--- src/rtl/sram_port_arbiter_if.sv ---
// Two-master request/grant bus plus the single-port SRAM macro pins.
// master: requesters and the SRAM macro; slave: the arbiter itself.
interface sram_port_arbiter_if #(
   parameter int ADDR_WIDTH_WORDS = 9
);
   logic                        excl_i;
   logic                        m0_req_i,    m1_req_i;
   logic                        m0_we_i,     m1_we_i;
   logic [3:0]                  m0_wmask_i,  m1_wmask_i;
   logic [ADDR_WIDTH_WORDS-1:0] m0_addr_i,   m1_addr_i;
   logic [31:0]                 m0_wdata_i,  m1_wdata_i;
   logic                        m0_gnt_o,    m1_gnt_o;
   logic                        m0_rvalid_o, m1_rvalid_o;
   logic [31:0]                 m0_rdata_o,  m1_rdata_o;
   logic                        sram_clk0_o;
   logic                        sram_csb0_o;
   logic                        sram_web0_o;
   logic [3:0]                  sram_wmask0_o;
   logic [ADDR_WIDTH_WORDS-1:0] sram_addr0_o;
   logic [31:0]                 sram_din0_o;
   logic [31:0]                 sram_dout0_i;

   modport master (
      output excl_i,
      output m0_req_i, m1_req_i, m0_we_i, m1_we_i, m0_wmask_i, m1_wmask_i,
      output m0_addr_i, m1_addr_i, m0_wdata_i, m1_wdata_i,
      input  m0_gnt_o, m1_gnt_o, m0_rvalid_o, m1_rvalid_o, m0_rdata_o, m1_rdata_o,
      input  sram_clk0_o, sram_csb0_o, sram_web0_o, sram_wmask0_o, sram_addr0_o, sram_din0_o,
      output sram_dout0_i
   );

   modport slave (
      input  excl_i,
      input  m0_req_i, m1_req_i, m0_we_i, m1_we_i, m0_wmask_i, m1_wmask_i,
      input  m0_addr_i, m1_addr_i, m0_wdata_i, m1_wdata_i,
      output m0_gnt_o, m1_gnt_o, m0_rvalid_o, m1_rvalid_o, m0_rdata_o, m1_rdata_o,
      output sram_clk0_o, sram_csb0_o, sram_web0_o, sram_wmask0_o, sram_addr0_o, sram_din0_o,
      input  sram_dout0_i
   );
endinterface

--- src/rtl/sram_port_arbiter.sv ---
// Round-robin arbiter of two masters onto one SRAM port; grant is same-cycle combinational,
// read data returns one cycle after the grant edge, and a new grant may issue every cycle.
module sram_port_arbiter #(
   parameter int ADDR_WIDTH_WORDS = 9
) (
   input  logic                 clk_i,
   input  logic                 rstn_i,
   sram_port_arbiter_if.slave   bus
);
   logic                        last_q;
   logic                        rd_vld_q;
   logic                        rd_own_q;
   logic                        gnt0;
   logic                        gnt1;
   logic                        any_gnt;
   logic                        sel_we;
   logic [3:0]                  sel_wmask;
   logic [ADDR_WIDTH_WORDS-1:0] sel_addr;
   logic [31:0]                 sel_wdata;

   // Grants are masked by reset so the pins read idle while rstn_i is low.
   always_comb begin
      gnt0 = rstn_i & bus.m0_req_i & (bus.excl_i | ~bus.m1_req_i | last_q);
      gnt1 = rstn_i & bus.m1_req_i & ~bus.excl_i & (~bus.m0_req_i | ~last_q);
   end

   assign any_gnt   = gnt0 | gnt1;
   assign sel_we    = gnt1 ? bus.m1_we_i    : bus.m0_we_i;
   assign sel_wmask = gnt1 ? bus.m1_wmask_i : bus.m0_wmask_i;
   assign sel_addr  = gnt1 ? bus.m1_addr_i  : bus.m0_addr_i;
   assign sel_wdata = gnt1 ? bus.m1_wdata_i : bus.m0_wdata_i;

   assign bus.m0_gnt_o      = gnt0;
   assign bus.m1_gnt_o      = gnt1;
   assign bus.sram_clk0_o   = clk_i;
   assign bus.sram_csb0_o   = ~any_gnt;
   assign bus.sram_web0_o   = ~(any_gnt & sel_we);
   assign bus.sram_wmask0_o = any_gnt ? sel_wmask : 4'h0;
   assign bus.sram_addr0_o  = any_gnt ? sel_addr  : '0;
   assign bus.sram_din0_o   = any_gnt ? sel_wdata : 32'h0;

   always_ff @(posedge clk_i or negedge rstn_i) begin
      if (!rstn_i) begin
         last_q   <= 1'b1;
         rd_vld_q <= 1'b0;
         rd_own_q <= 1'b0;
      end else begin
         if (any_gnt) begin
            last_q <= gnt1;
         end
         rd_vld_q <= any_gnt & ~sel_we;
         rd_own_q <= gnt1;
      end
   end

   assign bus.m0_rvalid_o = rd_vld_q & ~rd_own_q;
   assign bus.m1_rvalid_o = rd_vld_q &  rd_own_q;
   assign bus.m0_rdata_o  = bus.m0_rvalid_o ? bus.sram_dout0_i : 32'h0;
   assign bus.m1_rdata_o  = bus.m1_rvalid_o ? bus.sram_dout0_i : 32'h0;
endmodule

--- src/flat_wrapper.sv ---
// flat-port wrapper written by rule: the top's interface ports become plain ports
module sram_port_arbiter_flat 
#(
   parameter int ADDR_WIDTH_WORDS = 9
)
  (clk_i, rstn_i, bus_excl_i, bus_m0_req_i, bus_m1_req_i, bus_m0_we_i, bus_m1_we_i, bus_m0_wmask_i, bus_m1_wmask_i, bus_m0_addr_i, bus_m1_addr_i, bus_m0_wdata_i, bus_m1_wdata_i, bus_m0_gnt_o, bus_m1_gnt_o, bus_m0_rvalid_o, bus_m1_rvalid_o, bus_m0_rdata_o, bus_m1_rdata_o, bus_sram_clk0_o, bus_sram_csb0_o, bus_sram_web0_o, bus_sram_wmask0_o, bus_sram_addr0_o, bus_sram_din0_o, bus_sram_dout0_i);
  sram_port_arbiter_if #(.ADDR_WIDTH_WORDS(ADDR_WIDTH_WORDS)) bus_i ();
  input  logic clk_i;
  input  logic rstn_i;
  input wire logic [$bits(bus_i.excl_i)-1:0] bus_excl_i;
  input wire logic [$bits(bus_i.m0_req_i)-1:0] bus_m0_req_i;
  input wire logic [$bits(bus_i.m1_req_i)-1:0] bus_m1_req_i;
  input wire logic [$bits(bus_i.m0_we_i)-1:0] bus_m0_we_i;
  input wire logic [$bits(bus_i.m1_we_i)-1:0] bus_m1_we_i;
  input wire logic [$bits(bus_i.m0_wmask_i)-1:0] bus_m0_wmask_i;
  input wire logic [$bits(bus_i.m1_wmask_i)-1:0] bus_m1_wmask_i;
  input wire logic [$bits(bus_i.m0_addr_i)-1:0] bus_m0_addr_i;
  input wire logic [$bits(bus_i.m1_addr_i)-1:0] bus_m1_addr_i;
  input wire logic [$bits(bus_i.m0_wdata_i)-1:0] bus_m0_wdata_i;
  input wire logic [$bits(bus_i.m1_wdata_i)-1:0] bus_m1_wdata_i;
  output wire logic [$bits(bus_i.m0_gnt_o)-1:0] bus_m0_gnt_o;
  output wire logic [$bits(bus_i.m1_gnt_o)-1:0] bus_m1_gnt_o;
  output wire logic [$bits(bus_i.m0_rvalid_o)-1:0] bus_m0_rvalid_o;
  output wire logic [$bits(bus_i.m1_rvalid_o)-1:0] bus_m1_rvalid_o;
  output wire logic [$bits(bus_i.m0_rdata_o)-1:0] bus_m0_rdata_o;
  output wire logic [$bits(bus_i.m1_rdata_o)-1:0] bus_m1_rdata_o;
  output wire logic [$bits(bus_i.sram_clk0_o)-1:0] bus_sram_clk0_o;
  output wire logic [$bits(bus_i.sram_csb0_o)-1:0] bus_sram_csb0_o;
  output wire logic [$bits(bus_i.sram_web0_o)-1:0] bus_sram_web0_o;
  output wire logic [$bits(bus_i.sram_wmask0_o)-1:0] bus_sram_wmask0_o;
  output wire logic [$bits(bus_i.sram_addr0_o)-1:0] bus_sram_addr0_o;
  output wire logic [$bits(bus_i.sram_din0_o)-1:0] bus_sram_din0_o;
  input wire logic [$bits(bus_i.sram_dout0_i)-1:0] bus_sram_dout0_i;
  assign bus_i.excl_i = bus_excl_i;
  assign bus_i.m0_req_i = bus_m0_req_i;
  assign bus_i.m1_req_i = bus_m1_req_i;
  assign bus_i.m0_we_i = bus_m0_we_i;
  assign bus_i.m1_we_i = bus_m1_we_i;
  assign bus_i.m0_wmask_i = bus_m0_wmask_i;
  assign bus_i.m1_wmask_i = bus_m1_wmask_i;
  assign bus_i.m0_addr_i = bus_m0_addr_i;
  assign bus_i.m1_addr_i = bus_m1_addr_i;
  assign bus_i.m0_wdata_i = bus_m0_wdata_i;
  assign bus_i.m1_wdata_i = bus_m1_wdata_i;
  assign bus_m0_gnt_o = bus_i.m0_gnt_o;
  assign bus_m1_gnt_o = bus_i.m1_gnt_o;
  assign bus_m0_rvalid_o = bus_i.m0_rvalid_o;
  assign bus_m1_rvalid_o = bus_i.m1_rvalid_o;
  assign bus_m0_rdata_o = bus_i.m0_rdata_o;
  assign bus_m1_rdata_o = bus_i.m1_rdata_o;
  assign bus_sram_clk0_o = bus_i.sram_clk0_o;
  assign bus_sram_csb0_o = bus_i.sram_csb0_o;
  assign bus_sram_web0_o = bus_i.sram_web0_o;
  assign bus_sram_wmask0_o = bus_i.sram_wmask0_o;
  assign bus_sram_addr0_o = bus_i.sram_addr0_o;
  assign bus_sram_din0_o = bus_i.sram_din0_o;
  assign bus_i.sram_dout0_i = bus_sram_dout0_i;
  sram_port_arbiter #(.ADDR_WIDTH_WORDS(ADDR_WIDTH_WORDS)) u_core (.clk_i(clk_i), .rstn_i(rstn_i), .bus(bus_i));
endmodule
--- config.mk ---
export PLATFORM = sky130hd
export DESIGN_NAME = sram_port_arbiter_flat
export DESIGN_NICKNAME = d
export VERILOG_FILES = /design/src/rtl/sram_port_arbiter_if.sv /design/src/rtl/sram_port_arbiter.sv /design/src/flat_wrapper.sv
export SDC_FILE = /design/constraint.sdc
export NUM_CORES = 1
export LEC_CHECK = 0
export BUFFER_PORTS_ARGS = -buffer_cell sky130_fd_sc_hd__buf_2
export CAP_MARGIN = 10
export CORE_AREA = 3 3 95 97
export CTS_CLUSTER_DIAMETER = 50
export CTS_CLUSTER_SIZE = 8
export DETAILED_ROUTE_END_ITERATION = 12
export DIE_AREA = 0 0 98 100
export SETUP_SLACK_MARGIN = 0.15
export SLEW_MARGIN = 0
export SYNTH_ARGS = -nofsm -noshare
export SYNTH_HDL_FRONTEND = slang
export SYNTH_SLANG_ARGS = --single-unit
--- constraint.sdc ---
create_clock -name clk_i -period 2.1 [get_ports clk_i]
set_input_delay 0 -clock clk_i [delete_from_list [all_inputs] [get_ports clk_i]]
set_output_delay 0 -clock clk_i [all_outputs]
set_load 0.01 [all_outputs]
==> impl_results.md <==
- Worst EP required: 2.10 ns
- Clock Pin Slew Worst Setup and Hold Paths: 0.04 ns
- CTS tree: done
- Syn nets: 380
- GRT overflow: 0
- Setup TNS: 0 ns
- Syn Std Cell Area: 1720 um2
- Ranking of synthesized cells by area: o21ai_2, nand3_1, and2_1
- Via density: 4.67
- Total global routing track utilization: 15.3%
- Power per cell area: 322 nW/um2
- 1st-iter DRT viols: 61
- IO Pins: 245
- DRC Markers: 0
- Final hold viol count: 0
- Cells after synthesis: 251
- Die Y: 100 um
- Crit-path cells: and2_4, buf_4, o21ai_2, a21oi_1, buf_2
- Mean post-synth cell area: 6.84 um2
- Port-buffer cells: 244
- Worst-skew pair later-pin latency: 0.32 ns
- TritonRoute pass-1 iters: 4
- Synthesis Warnings: 0
- Vias in the first global route: 2,604
- Fin crit period: 1.82 ns
- Skew final: 0.00677 ns
- Routed len/inst: 13.8 um
- Crit-path max cell delay: 0.57 ns
- FP Rows: 33
- Achievable clock frequency: 549 MHz
- Element type at the critical path end: primary output
- Synth top area share: 15.8%
- Placer Congestion: 0.824
- Dominant synthesized flop cell: dfrtp_1
- CP Class: reg2out
- CP startpoint kind: flip-flop
- Crit path from: u_core.last_q
- Unrepaired setup endpoints after global routing: false
- Sequential Area: 76.3 um2
- Final period util: 86.7%
- Arrival @ worst endpoint: 1.82 ns
- Die ar.: 9800 um2
- Footprint of the multi-input gates: 1350 um2
- Leak: 1.81 nW
- Dpl hpwl: 6.27 mm
- Initial antenna violation count: 0
- Share of post-route cells with drive strength above 1: 64.1%
- CORE AREA: 8220 um2
- Most frequent cells after synthesis: nand3_1, a21oi_1, and2_1, and3_1, o21ai_2
- Fin. max-slew vios: 0
- Max IR drop VDD: 0.209 mV
- Diodes inserted: 0
- Max-cap violations: 0
- Cell area after layout: 2980 um2
- DIE WIDTH: 98 um
- Register area share after synthesis: 4.45%
- Most frequent cell after synthesis: nand3_1
- Crit-path slowest cell: dfstp_2
- First-pass GRT wire length: 12.6 mm
- Async SR Flop Fraction: 100%
- Reg-to-reg startpoint: u_core.last_q
- Tot Pwr: 0.959 mW
- Fillers: 860
- Final net count: 609
- Outcome: completed
- Area Overhead vs Synth: 73.3%
- Final setup fails: 0
- Max FO, Critical Path: 15
- Remaining antenna violation count after routing: 0
- Vias: 2,726
- Slew Limit Headroom: 71.4%
- Starting Density: 20.9%
- Hold crit path type: in2async
- Largest net degree at the start of global routing: 48
- Synth unique cells: 25
- Cell taking the most area after synthesis: o21ai_2
- Final wirelength: 8.06 mm
- Flops & latches, synth: 3
- Placed Area: 2870 um2
- Post-synth EDFFs: 0
- Slew @ Worst Pin: 0.428 ns
[through the flow]
stage          worst slack [ns]  hold slack, ns  utilization (%)  cells
2_1_floorplan             0.902          -0.296                -    251
3_3_place_gp              0.535          -0.169             34.9    575
3_5_place_dp              0.479          -0.169             34.9    575
4_1_cts                   0.255          0.0479             36.2    584
5_1_grt                   0.172          0.0479             36.2    584
6_report                  0.280          0.0506             36.2    584
[layer usage]
metal,up-vias,global-route usage [%],wire (um)
met5,-,0,0
met4,0,3.73,144
met3,12,3.27,734
met2,146,28.9,4160
met1,1207,17.4,3020
li1,1361,-,-
[kinds of logic (layout without fill, tap and decap cells)]
| group | count (synthesis) | after routing | share of synthesized area (%) |
|---|---|---|---|
| compound gates | 95 | 95 | 37.2 |
| buf+inv | 35 | 262 | 17.9 |
| flops | 3 | 3 | 4.45 |
| simple gates | 118 | 119 | 40.4 |
[layout by cell type (no fill, tap or decap)]
cell	instances
a21o_1	2
a21oi_1	35
a21oi_2	10
and2_1	33
and2_2	1
and2_4	1
and3_1	33
and3b_1	1
buf_12	2
buf_2	244
buf_4	8
clkbuf_1	1
clkbuf_8	6
dfrtp_1	2
dfstp_2	1
dlygate4sd3_1	1
nand2_1	1
nand2b_2	1
nand3_1	46
nor2b_2	1
nor2b_4	1
o211a_1	1
o21ai_0	5
o21ai_1	11
o21ai_2	30
o21ai_4	1
[flip-flops by register name, indices dropped and copies added (netlist names)]
register,flops
u_core.last_q,1
u_core.rd_own_q,1
u_core.rd_vld_q,1
[final cells by class]
class / count / area share, %
Timing Repair Buffer: 254 / 44.6
Clock buffer: 8 / 3.07
Sequential cell: 3 / 2.57
Tap cell: 105 / 4.42
Multi-Input combinational cell: 214 / 45.4
[power breakdown]
group	switching (mW)	leakage, nW	total [mW]	internal [mW]
clock network	0.0797	0.0483	0.343	0.264
registers	0.00413	0.0372	0.0687	0.0645
logic	0.303	1.72	0.547	0.244
[path summary, 6_finish.rpt]
path | endpoint | slack [ns] | cells past startpoint
worst max register to register | u_core.last_q | 0.76 | 4
worst min-delay path | u_core.rd_own_q | 0.05 | 2
worst min register to register | u_core.last_q | 0.55 | 1
min in group clk_i | u_core.rd_vld_q | 0.06 | 3
max in group asynchronous | u_core.last_q | 1.83 | 2
worst max-delay path | bus_sram_wmask0_o[1] | 0.28 | 5
[critical path, delay by kind of cell (launching register included)]
| kind | cells | cell delay [ns] |
|---|---|---|
| DFF | 1 | 0.57 |
| AOI/OAI and AO/OA | 2 | 0.23 |
| buffers and inverters | 2 | 0.41 |
| and+or+nand+nor | 1 | 0.29 |
[timing repair]
item                       4_1_cts  5_1_grt
hold buffers                     1        0
resized for setup                0        0
setup endpoints to repair        1        0
setup buffers                    0        0
hold endpoints to repair         3        0
(Power assumes the default switching activity.)
